[src/rtl/frame_reader_pkg.sv]
// Types and constants shared by frame_reader and its FIFO. The width macros are
// owned by global.v; the fallbacks below only apply when it has not been read.
`ifndef W_PW
`define W_PW 9
`endif
`ifndef W_PH
`define W_PH 8
`endif
`ifndef W_AFRAMEBUF
`define W_AFRAMEBUF 13
`endif
`ifndef W1
`define W1 7
`endif
`ifndef FRAME_BUF_LINE
`define FRAME_BUF_LINE 64
`endif

package frame_reader_pkg;

  localparam int ADDR_W = `W_AFRAMEBUF + 1;
  localparam logic [ADDR_W-1:0] LINE_STEP = ADDR_W'(`FRAME_BUF_LINE);
  localparam logic [1:0] FIFO_DEPTH = 2'd2;

  typedef struct packed {
    logic [`W1:0] data;
    logic         sof;
    logic         eol;
    logic         eof;
  } pix_t;

  // A new read may only be issued if its data is guaranteed a FIFO slot even
  // when nothing is popped while it is in flight.
  function automatic logic has_credit(input logic [1:0] count,
                                      input logic       pop,
                                      input logic       in_flight);
    logic [2:0] used;
    used = {1'b0, count} - {2'b00, pop} + {2'b00, in_flight};
    return used < 3'd2;
  endfunction

endpackage

[src/rtl/frame_reader_fifo2.sv]
// Two-entry register FIFO of pixels plus markers; the head entry drives the
// output stream directly so it stays stable while the consumer stalls.
module frame_reader_fifo2
  import frame_reader_pkg::*;
(
  input  logic       clk,
  input  logic       rst,
  input  logic       push,
  input  logic       pop,
  input  pix_t       din,
  output pix_t       head,
  output logic [1:0] count
);

  pix_t tail;
  logic do_pop;

  assign do_pop = pop && (count != 2'd0);

  always_ff @(posedge clk) begin
    if (rst) begin
      head  <= '0;
      tail  <= '0;
      count <= 2'd0;
    end else begin
      case ({push, do_pop})
        2'b11: begin
          if (count == FIFO_DEPTH) begin
            head <= tail;
            tail <= din;
          end else begin
            head <= din;
          end
        end
        2'b01: begin
          head  <= tail;
          count <= count - 2'd1;
        end
        2'b10: begin
          if (count == 2'd0) begin
            head <= din;
          end else if (count == 2'd1) begin
            tail <= din;
          end
          if (count != FIFO_DEPTH) begin
            count <= count + 2'd1;
          end
        end
        default: ;
      endcase
    end
  end

endmodule

[src/rtl/frame_reader.sv]
// Reads a captured frame out of the frame buffer in raster order as a marked
// valid/ready stream. Define FRAME_READER_MIRROR_EN for a horizontally mirrored read.
module frame_reader
  import frame_reader_pkg::*;
(
  input  logic                  clk,
  input  logic                  rst,
  input  logic [`W_PW:0]        pic_width,
  input  logic [`W_PH:0]        pic_height,
  input  logic                  frame_ready,
  output logic                  cena_frame_buf,
  output logic [`W_AFRAMEBUF:0] aa_frame_buf,
  input  logic [`W1:0]          qa_frame_buf,
  output logic                  out_valid,
  input  logic                  out_ready,
  output logic [`W1:0]          out_data,
  output logic                  out_sof,
  output logic                  out_eol,
  output logic                  out_eof,
  output logic                  busy,
  output logic                  done,
  output logic                  overrun
);

  typedef enum logic [1:0] {
    IDLE  = 2'd0,
    READ  = 2'd1,
    DRAIN = 2'd2
  } state_t;

  state_t                state;
  logic [`W_PW:0]        width_q;
  logic [`W_PW:0]        x;
  logic [`W_PW:0]        x_term;
  logic [`W_PH:0]        height_q;
  logic [`W_PH:0]        y;
  logic [`W_AFRAMEBUF:0] line_base;
  logic                  pend;
  logic                  pend_sof;
  logic                  pend_eol;
  logic                  pend_eof;
  logic                  pop;
  logic                  issue;
  logic                  last_x;
  logic                  last_y;
  pix_t                  fifo_in;
  pix_t                  fifo_head;
  logic [1:0]            fifo_count;

  assign pop    = out_valid && out_ready;
  assign last_x = (x == width_q - 1'b1);
  assign last_y = (y == height_q - 1'b1);
  assign issue  = (state == READ) && has_credit(fifo_count, pop, pend);

`ifdef FRAME_READER_MIRROR_EN
  assign x_term = width_q - 1'b1 - x;
`else
  assign x_term = x;
`endif

  // The read port is driven straight from the credit decision so a stall
  // stops reads in the same cycle it is seen.
  assign cena_frame_buf = ~issue;
  assign aa_frame_buf   = line_base + ADDR_W'(x_term);
  assign overrun        = frame_ready && busy;

  assign fifo_in = {qa_frame_buf, pend_sof, pend_eol, pend_eof};

  frame_reader_fifo2 u_fifo (
    .clk   (clk),
    .rst   (rst),
    .push  (pend),
    .pop   (pop),
    .din   (fifo_in),
    .head  (fifo_head),
    .count (fifo_count)
  );

  assign out_valid = (fifo_count != 2'd0);
  assign out_data  = fifo_head.data;
  assign out_sof   = fifo_head.sof;
  assign out_eol   = fifo_head.eol;
  assign out_eof   = fifo_head.eof;

  always_ff @(posedge clk) begin
    if (rst) begin
      state     <= IDLE;
      width_q   <= '0;
      height_q  <= '0;
      x         <= '0;
      y         <= '0;
      line_base <= '0;
      pend      <= 1'b0;
      pend_sof  <= 1'b0;
      pend_eol  <= 1'b0;
      pend_eof  <= 1'b0;
      busy      <= 1'b0;
      done      <= 1'b0;
    end else begin
      done <= 1'b0;
      pend <= issue;
      if (issue) begin
        pend_sof <= (x == '0) && (y == '0);
        pend_eol <= last_x;
        pend_eof <= last_x && last_y;
      end
      case (state)
        IDLE: begin
          if (frame_ready) begin
            if (pic_width != '0 && pic_height != '0) begin
              width_q   <= pic_width;
              height_q  <= pic_height;
              x         <= '0;
              y         <= '0;
              line_base <= '0;
              busy      <= 1'b1;
              state     <= READ;
            end else begin
              done <= 1'b1;
            end
          end
        end
        READ: begin
          if (issue) begin
            if (last_x) begin
              x <= '0;
              if (last_y) begin
                state <= DRAIN;
              end else begin
                y         <= y + 1'b1;
                line_base <= line_base + LINE_STEP;
              end
            end else begin
              x <= x + 1'b1;
            end
          end
        end
        DRAIN: begin
          if (pop && out_eof) begin
            state <= IDLE;
            busy  <= 1'b0;
            done  <= 1'b1;
          end
        end
        default: state <= IDLE;
      endcase
    end
  end

endmodule

[config.mk]
export PLATFORM = sky130hd
export DESIGN_NAME = frame_reader
export DESIGN_NICKNAME = d
export VERILOG_FILES = /design/src/rtl/frame_reader_pkg.sv /design/src/rtl/frame_reader_fifo2.sv /design/src/rtl/frame_reader.sv
export SDC_FILE = /design/constraint.sdc
export NUM_CORES = 1
export LEC_CHECK = 0
export ABC_AREA = 1
export BUFFER_PORTS_ARGS = -buffer_cell sky130_fd_sc_hd__buf_4
export CELL_PAD_IN_SITES_DETAIL_PLACEMENT = 0
export CELL_PAD_IN_SITES_GLOBAL_PLACEMENT = 1
export CORE_MARGIN = 5
export CORE_UTILIZATION = 37
export CTS_CLUSTER_SIZE = 28
export DETAILED_ROUTE_END_ITERATION = 8
export PLACE_DENSITY_LB_ADDON = 0.2
export SETUP_SLACK_MARGIN = 0.1
export SLEW_MARGIN = 25
export SYNTH_ARGS = -nofsm -noshare
export SYNTH_HDL_FRONTEND = slang
export SYNTH_HIERARCHICAL = 1
export SYNTH_SLANG_ARGS = --single-unit
export TNS_END_PERCENT = 50
[constraint.sdc]
create_clock -name clk -period 2.16 [get_ports clk]
set_clock_uncertainty 0.05 [all_clocks]
set_input_delay 0.216 -clock clk [delete_from_list [all_inputs] [get_ports clk]]
set_output_delay 0.216 -clock clk [all_outputs]
set_load 0.005 [all_outputs]
==> summary.md, run 1 <==
| Metric | Value |
|---|---|
| Prevailing post-synth register cell | dfxtp_1 |
| Yosys warning count | 6 |
| Final setup fails | 31 |
| Initial antenna violation count | 0 |
| CP required | 2.39 ns |
| Max transition margin | 0.674 |
| All-layer global routing usage | 0.186 |
| Pin count of the biggest net entering global routing | 26 |
| Std cell rows | 43 |
| Routed vias | approximately 5400 |
| ANT nets after route | 0 |
| Post-Syn Nets | between 800 and 900 |
| WP data arrival | 2.65 ns |
| WL final | 15100 um |
| Gate Count Post-Synth | ~830 |
| Worst-Margin Slew | a little under 0.5 ns |
| CP Class | flop to flop |
| CTS root buffer | clkbuf_16 |
| Register bit count reported by yosys | 78 |
| Gpl congestion | between 0.8 and 0.9 |
| VDD IR-drop max | 0.424 mV |
| Port Buf Inserts | 60 |
| Pwr dens | 1190 mW/mm2 |
| Failing checks | setup timing |
| Static Leak | 3.26 nW |
| Fillcell total | 1393 |
| Number of flops mapped to enable cells by yosys | 0 |
| Netlist cell types | 36 |
| Initial detailed-routing violation count | 359 |
| Yosys top cell by area | dfxtp_1 |
| Area of the multi-input gates | between 0.003 and 0.004 mm2 |
| Critical Path End Type | flop |
| Layout cell share with drive strength beyond 1 | 0.224 |
| WHS Path Cells | 3 |
| Num Clock Sinks | 78 |
| TritonCTS clock tree | built |
| PnR Total Power | slightly above 0.008 W |
| TNS Setup | -5.87 ns |
| # nets final | 973 |
| Die X | approximately 130 um |
| Initial core utilization | 0.377 |
| Fin util | 0.496 |
| Layout Area Growth over Synthesis | 31.5% |
| Synth area leaders | dfxtp_1 30%, nand2_1 17%, inv_1 7.8% |
| Vias in the first global route | 5155 |
| Max-cap viol count | 0 |
| HPWL after detailed placement | ~11000 um |
| Final Max Tran Viols | 0 |
| Setup ws final | -0.257 ns |
| Final Hold Fails | 0 |
| Period minus WS final | roughly 2.4 ns |
| Clk slew on worst S/H paths | 0.07 ns |
| Fmax | 414 MHz |
| Antenna diodes | 0 |
| Overall die height | 129 um |
| Status | complete, but fails checks |
| Crit start category | flop |
| Gr ovfl total | 0 |
| Max FO, Critical Path | 8 |
| FF/Latch Area | 0.00157 mm2 |
| Post-Syn Area per Cell | 6.27 um2 |
| Cell Area, Synth | 0.00521 mm2 |
| Sequential area share after synthesis | 0.299 |
| Die area | 0.0166 mm2 |
| FFs w/ async S/R, synth | 0 |
| RSZ-0062 raised after global routing | true |
| Place WS | -0.252 ns |
| Clock latency on the worst-skew pair | 0.34 ns |
| Worst-case reg-to-reg path depth | 14 |
| First-pass GRT wire length | 25000 um |
| DR pass1 iterations | 5 |
| Avg WL per Cell | ~14 um |
| I/O pins | 61 |
| Area of the core | 0.0138 mm2 |
| Via density per instance | ~4.9 |
| H-tree levels | 3 |
| Max Root-Sink Buffers | 2 |
| TritonCTS buffer count | 9 |
| Top cell type's share of synthesized area | 0.299 |
| Final worst path period share | 1.12 |
| Hold WC Path Type | input pin to flop |
| DR DRC count | 0 |
state kept, by name, indices dropped and copies added (netlist names):
name and cells:
busy 1, done 1, height_q 9, line_base 8, pend 1, pend_eof 1
pend_eol 1, pend_sof 1, state 2, u_fifo/count 2, u_fifo/head 11, u_fifo/tail 11
width_q 10, x 10, y 9
worst max-delay path: stages, from the launching register on:
cell and delay, ns:
dfxtp_2 0.32, o21a_1 0.22, ha_4 0.27, nor2_2 0.04, fa_2 0.34, xnor2_2 0.18, nor2_4 0.07, nand2_2 0.08
buf_6 0.13, nand2_8 0.07, buf_4 0.14, buf_6 0.11, nand2_4 0.08, nand2_8 0.08, nor3_2 0.17
power by group:
part	internal [W]	total [W]	leakage [nW]	switching (W)
clock	0.00124	0.00189	0.168	0.000647
combinational	0.00181	0.00422	2.45	0.00240
sequential	0.00177	0.00202	0.639	0.000255
synthesized netlist by cell type (3+ instances only):
master,count
nand2_1,243
inv_1,108
nor2_1,99
dfxtp_1,78
nand3_1,58
a21oi_1,47
nand4_1,26
o21ai_0,24
xor2_1,22
ha_1,19
clkbuf_1,14
nand3b_1,13
buf_2,10
nor3_1,10
xnor2_1,10
buf_4,7
inv_2,5
buf_1,4
nand3_2,4
nor2_2,4
nor3b_1,4
buf_6,3
nand2_2,3
through the flow:
stage / instances / cell area [um2] / hold WS (ns)
finish: 1106 / 6850 / 0.0941
global placement: 1078 / 6060 / 0.416
CTS: 1101 / 6570 / 0.0847
detailed placement: 1078 / 6060 / 0.422
floorplan: 831 / 5250 / 0.235
global route: 1106 / 6850 / 0.102
placed cells by master (no fill, tap or decap), drive strengths merged, types with 4 or more instances in the layout:
cell type	Yosys	final
o21ai	25	25
nor3	10	10
dfxtp	78	78
nand3	63	63
a21oi	47	47
nand4	26	26
clkbuf	14	10
nor3b	4	4
nor2	104	104
buf	25	117
xor2	22	22
inv	113	113
ha	19	19
nand3b	13	13
xnor2	10	10
nand2	246	247
bufinv	0	4
cell families (layout without fill, tap and decap cells):
| logic type | after synthesis | count (layout) | share of synthesized area |
|---|---|---|---|
| simple gates | 471 | 472 | 0.395 |
| buf+inv | 152 | 246 | 0.124 |
| compound gates | 78 | 78 | 0.0782 |
| flops | 78 | 78 | 0.299 |
| xor+xnor | 32 | 32 | 0.0538 |
| fa+ha+maj | 20 | 20 | 0.0494 |
timing repair:
action | in CTS | in global routing
pin swaps | 17 | 21
buffers inserted | 8 | 3
hold buffers | 0 | 0
cloned | 0 | 2
setup endpoints to repair | 49 | 56
resized for setup | 23 | 52
layout make-up:
type,count,area share
clock inverters,6,0.0197
multi-input cells,602,0.479
repair buffers,118,0.144
well taps,180,0.0329
clock buffers,9,0.0329
inverters,113,0.0622
flip-flops and latches,78,0.229
metal layers:
layer	global-route usage	up-vias	wire [um]
met3	0.0237	15	525
met4	0.0667	0	214
met1	0.248	2475	7070
met2	0.308	97	7310
li1	-	2789	-
met5	0	-	0
worst paths after layout:
kind	start	end	slack, ns
setup / recovery	u_fifo/count[1]$_SDFFE_PP0P_	x[1]$_SDFFE_PP0P_	-0.26
hold / removal	pic_height[8]	height_q[8]$_SDFFE_PP0P_	0.09
setup reg to reg	u_fifo/count[1]$_SDFFE_PP0P_	x[1]$_SDFFE_PP0P_	-0.26
hold reg to reg	height_q[8]$_SDFFE_PP0P_	height_q[8]$_SDFFE_PP0P_	0.43
Power figures use the tool's default switching activity.
==> run 2, diff against run 1 <==
Settings changed: PLACE_DENSITY set to 0.74, PLACE_DENSITY_LB_ADDON 0.2 to unset.
==> summary.md, run 2 (synthesis gave the netlist of run 1 again) <==
| Metric | Value |
|---|---|
| Status | complete, but fails checks |
| Failing checks | setup timing |
| Via density per instance | 4.81 (-1.0%) |
| Comb power frac | 0.519 (about the same) |
| CP dominant cell by count | buf_6 |
| Die area | 0.0166 mm2 (unchanged) |
| CP required | 1.89 ns (-0.50 ns) |
| WP data arrival | 2.16 ns (-0.49 ns) |
| Most common cell after layout, fill and taps aside | nand2_1 |
| Fmax | 413 MHz (-0.25%) |
| Critical Path End Type | output port |
| PnR Total Power | 0.00747 W (-8.1%) |
| Sw Ratio | 0.419 (+0.0122) |
| Std cell rows | 43 (unchanged) |
| Net switching power | 0.00313 W (-5.4%) |
| FF/Latch Area | 0.00157 mm2 (unchanged) |
| Place WS | -0.228 ns (+0.0233 ns) |
| Most frequent cells in the layout | 239 x nand2_1, 104 x buf_4, 102 x inv_1, 94 x nor2_1, 73 x dfxtp_1 |
| TNS Setup | -3.68 ns (+2.19 ns) |
| Max FO, Critical Path | 2 (-6) |
| Hold WS | 0.0936 ns (-0.000513 ns) |
| I/O pins | 61 (unchanged) |
| Pin count of the biggest net entering global routing | 25 (-3.8%) |
| RSZ-0062 raised after global routing | true |
| HPWL after detailed placement | 10700 um (-2.3%) |
| Num Clock Sinks | 78 (unchanged) |
| Met1 Usage GRT | 0.233 (-0.0146) |
| CP Class | flop to output port |
| Gpl congestion | 0.813 (-2.6%) |
| Initial detailed-routing violation count | 270 (-25%) |
| ANT nets after route | 0 (unchanged) |
| Max transition margin | 0.589 (-0.0852) |
| Max Root-Sink Buffers | 2 (unchanged) |
| Worst r2r dst | x[9]$_SDFFE_PP0P_ |
| Register share of total power | 0.271 (+0.022) |
| TritonCTS clock tree | built |
| Area of the multi-input gates | 0.00319 mm2 (-2.8%) |
| Antenna diodes | 0 (unchanged) |
| Avg WL per Cell | 13.3 um (-2.4%) |
| Routed vias | 5298 (-1.5%) |
| Setup ws final | -0.263 ns (-0.00600 ns) |
| Top Usage Layer GRT | met2 |
| Max-cap viol count | 0 (unchanged) |
| WHS Path Cells | 3 (unchanged) |
| WL final | 14700 um (-2.8%) |
| Initial antenna violation count | 0 (unchanged) |
| First-pass GRT wire length | 24400 um (-2.2%) |
| Cell Chain, Critical Path | o21a_1 > ha_1 > nor2_2 > fa_2 > nor2_4 > nand2_4 > buf_6 > buf_6 |
| Hold WC Path Type | input pin to flop |
| Critical Path Max Stage Delay | 0.48 ns (+0.14 ns) |
| Period minus WS final | 2.42 ns (+0.00600 ns) |
| Initial core utilization | 0.377 (unchanged) |
| Clock latency on the worst-skew pair | 0.34 ns (about the same) |
| Final Hold Fails | 0 (unchanged) |
| # nets final | 967 (-0.62%) |
| Layout Area Growth over Synthesis | 26.7% |
| Met2 Usage GRT | 0.307 (about the same) |
| Clk slew on worst S/H paths | 0.06 ns (about the same) |
| Pwr dens | 1130 mW/mm2 (-4.7%) |
| Worst-case reg-to-reg path depth | 12 (-2) |
| Fillcell total | 1435 (+3.0%) |
| Area of the core | 0.0138 mm2 (unchanged) |
| Overall die height | 129 um (unchanged) |
| Fin util | 0.478 (-0.0178) |
| Critical path's slowest cell | fa_2 |
| Static Leak | 3.19 nW (-2.1%) |
| Layout cell share with drive strength beyond 1 | 0.203 (-0.0205) |
| Final Max Tran Viols | 0 (unchanged) |
| Final worst path period share | 1.12 (+0.00278) |
| CTS root buffer | clkbuf_16 |
| Final setup fails | 30 (-3.2%) |
| Vias in the first global route | 5126 (-0.56%) |
| Port Buf Inserts | 60 (unchanged) |
| Die X | 129 um (unchanged) |
| Beginning of the worst register-to-register path | u_fifo/count[1]$_SDFFE_PP0P_ |
| DR DRC count | 0 (unchanged) |
| Clock power frac | 0.210 (-0.022) |
| All-layer global routing usage | 0.181 (-0.00448) |
| Hold_sp | pic_height[8] |
| Met3 Use GR | 0.0307 (+0.00706) |
| TritonCTS buffer count | 9 (unchanged) |
| Worst Hold End | height_q[8]$_SDFFE_PP0P_ |
| R2r setup slk | -0.22 ns (+0.04 ns) |
| Worst-Margin Slew | 0.615 ns (+0.131 ns) |
| Largest registers | u_fifo/head (11), u_fifo/tail (11) |
| Cell Int Power | 0.00434 W (-10%) |
| VDD IR-drop max | 0.437 mV (+3.1%) |
| Crit start category | flop |
| Gr ovfl total | 0 (unchanged) |
| DR pass1 iterations | 5 (unchanged) |
| H-tree levels | 3 (unchanged) |
[run 2: cell count changes in the layout (fill, tap and decap cells not counted), sizes merged]
cell	before	now
clkbuf	10	12
buf	117	113
nand2	247	246
bufinv	4	1
clkinvlp	2	0
clkinv	0	3
[run 2: metal layers]
layer	routed length, um	up-vias
met5	0	-
met4	220	0
met3	605	16
met2	6970	98
met1	6900	2404
li1	-	2780
[run 2: worst max-delay path by stage]
stage | start | end | slack [ns] | cells after the start
2_1_floorplan | u_fifo/count[0]$_SDFFE_PP0P_ | x[9]$_SDFFE_PP0P_ | -0.13 | 12
3_3_place_gp | u_fifo/count[0]$_SDFFE_PP0P_ | x[9]$_SDFFE_PP0P_ | -0.17 | 12
3_5_place_dp | u_fifo/count[0]$_SDFFE_PP0P_ | x[9]$_SDFFE_PP0P_ | -0.23 | 12
4_1_cts | u_fifo/count[1]$_SDFFE_PP0P_ | cena_frame_buf | -0.34 | 8
5_1_grt | u_fifo/count[1]$_SDFFE_PP0P_ | cena_frame_buf | -0.36 | 8
6_report | u_fifo/count[1]$_SDFFE_PP0P_ | cena_frame_buf | -0.26 | 8
[run 2: timing repair]
action	CTS	global route
resized for setup	27	27
pin swaps	17	10
buffers inserted	7	2
hold buffers	0	0
hold endpoints to repair	0	0
cloned	0	1
endpoints found under the setup margin	49	63
[run 2: area by class of cell]
class | count | area share
inverters | 113 | 0.0646
repair buffers | 113 | 0.135
well taps | 180 | 0.0341
clock buffers | 12 | 0.0388
multi-input cells | 601 | 0.483
clock inverters | 4 | 0.00682
flip-flops and latches | 78 | 0.238
[run 2: critical path, delay by kind of cell, from the launching register on]
kind / cells / cell delay, ns
adder cells (fa/ha/maj): 2 / 0.76
buffers and inverters: 2 / 0.24
AO/OA/AOI/OAI: 1 / 0.19
AND/OR/NAND/NOR: 3 / 0.32
flip-flops: 1 / 0.31
[run 2: power groups by stage]
stage,combinational (W),clock [W],sequential [W]
after floorplan,0.00255,0,0.00200
after global placement,0.00347,0,0.00204
after detailed placement,0.00352,0,0.00205
after CTS,0.00373,0.00161,0.00202
after global routing,0.00437,0.00168,0.00208
final,0.00387,0.00157,0.00202
[run 2: metrics by stage]
stage	instance area (um2)	cells
2_1_floorplan	5250	831
3_3_place_gp	6010	1075
3_5_place_dp	6010	1075
4_1_cts	6470	1098
5_1_grt	6610	1101
6_report	6610	1101
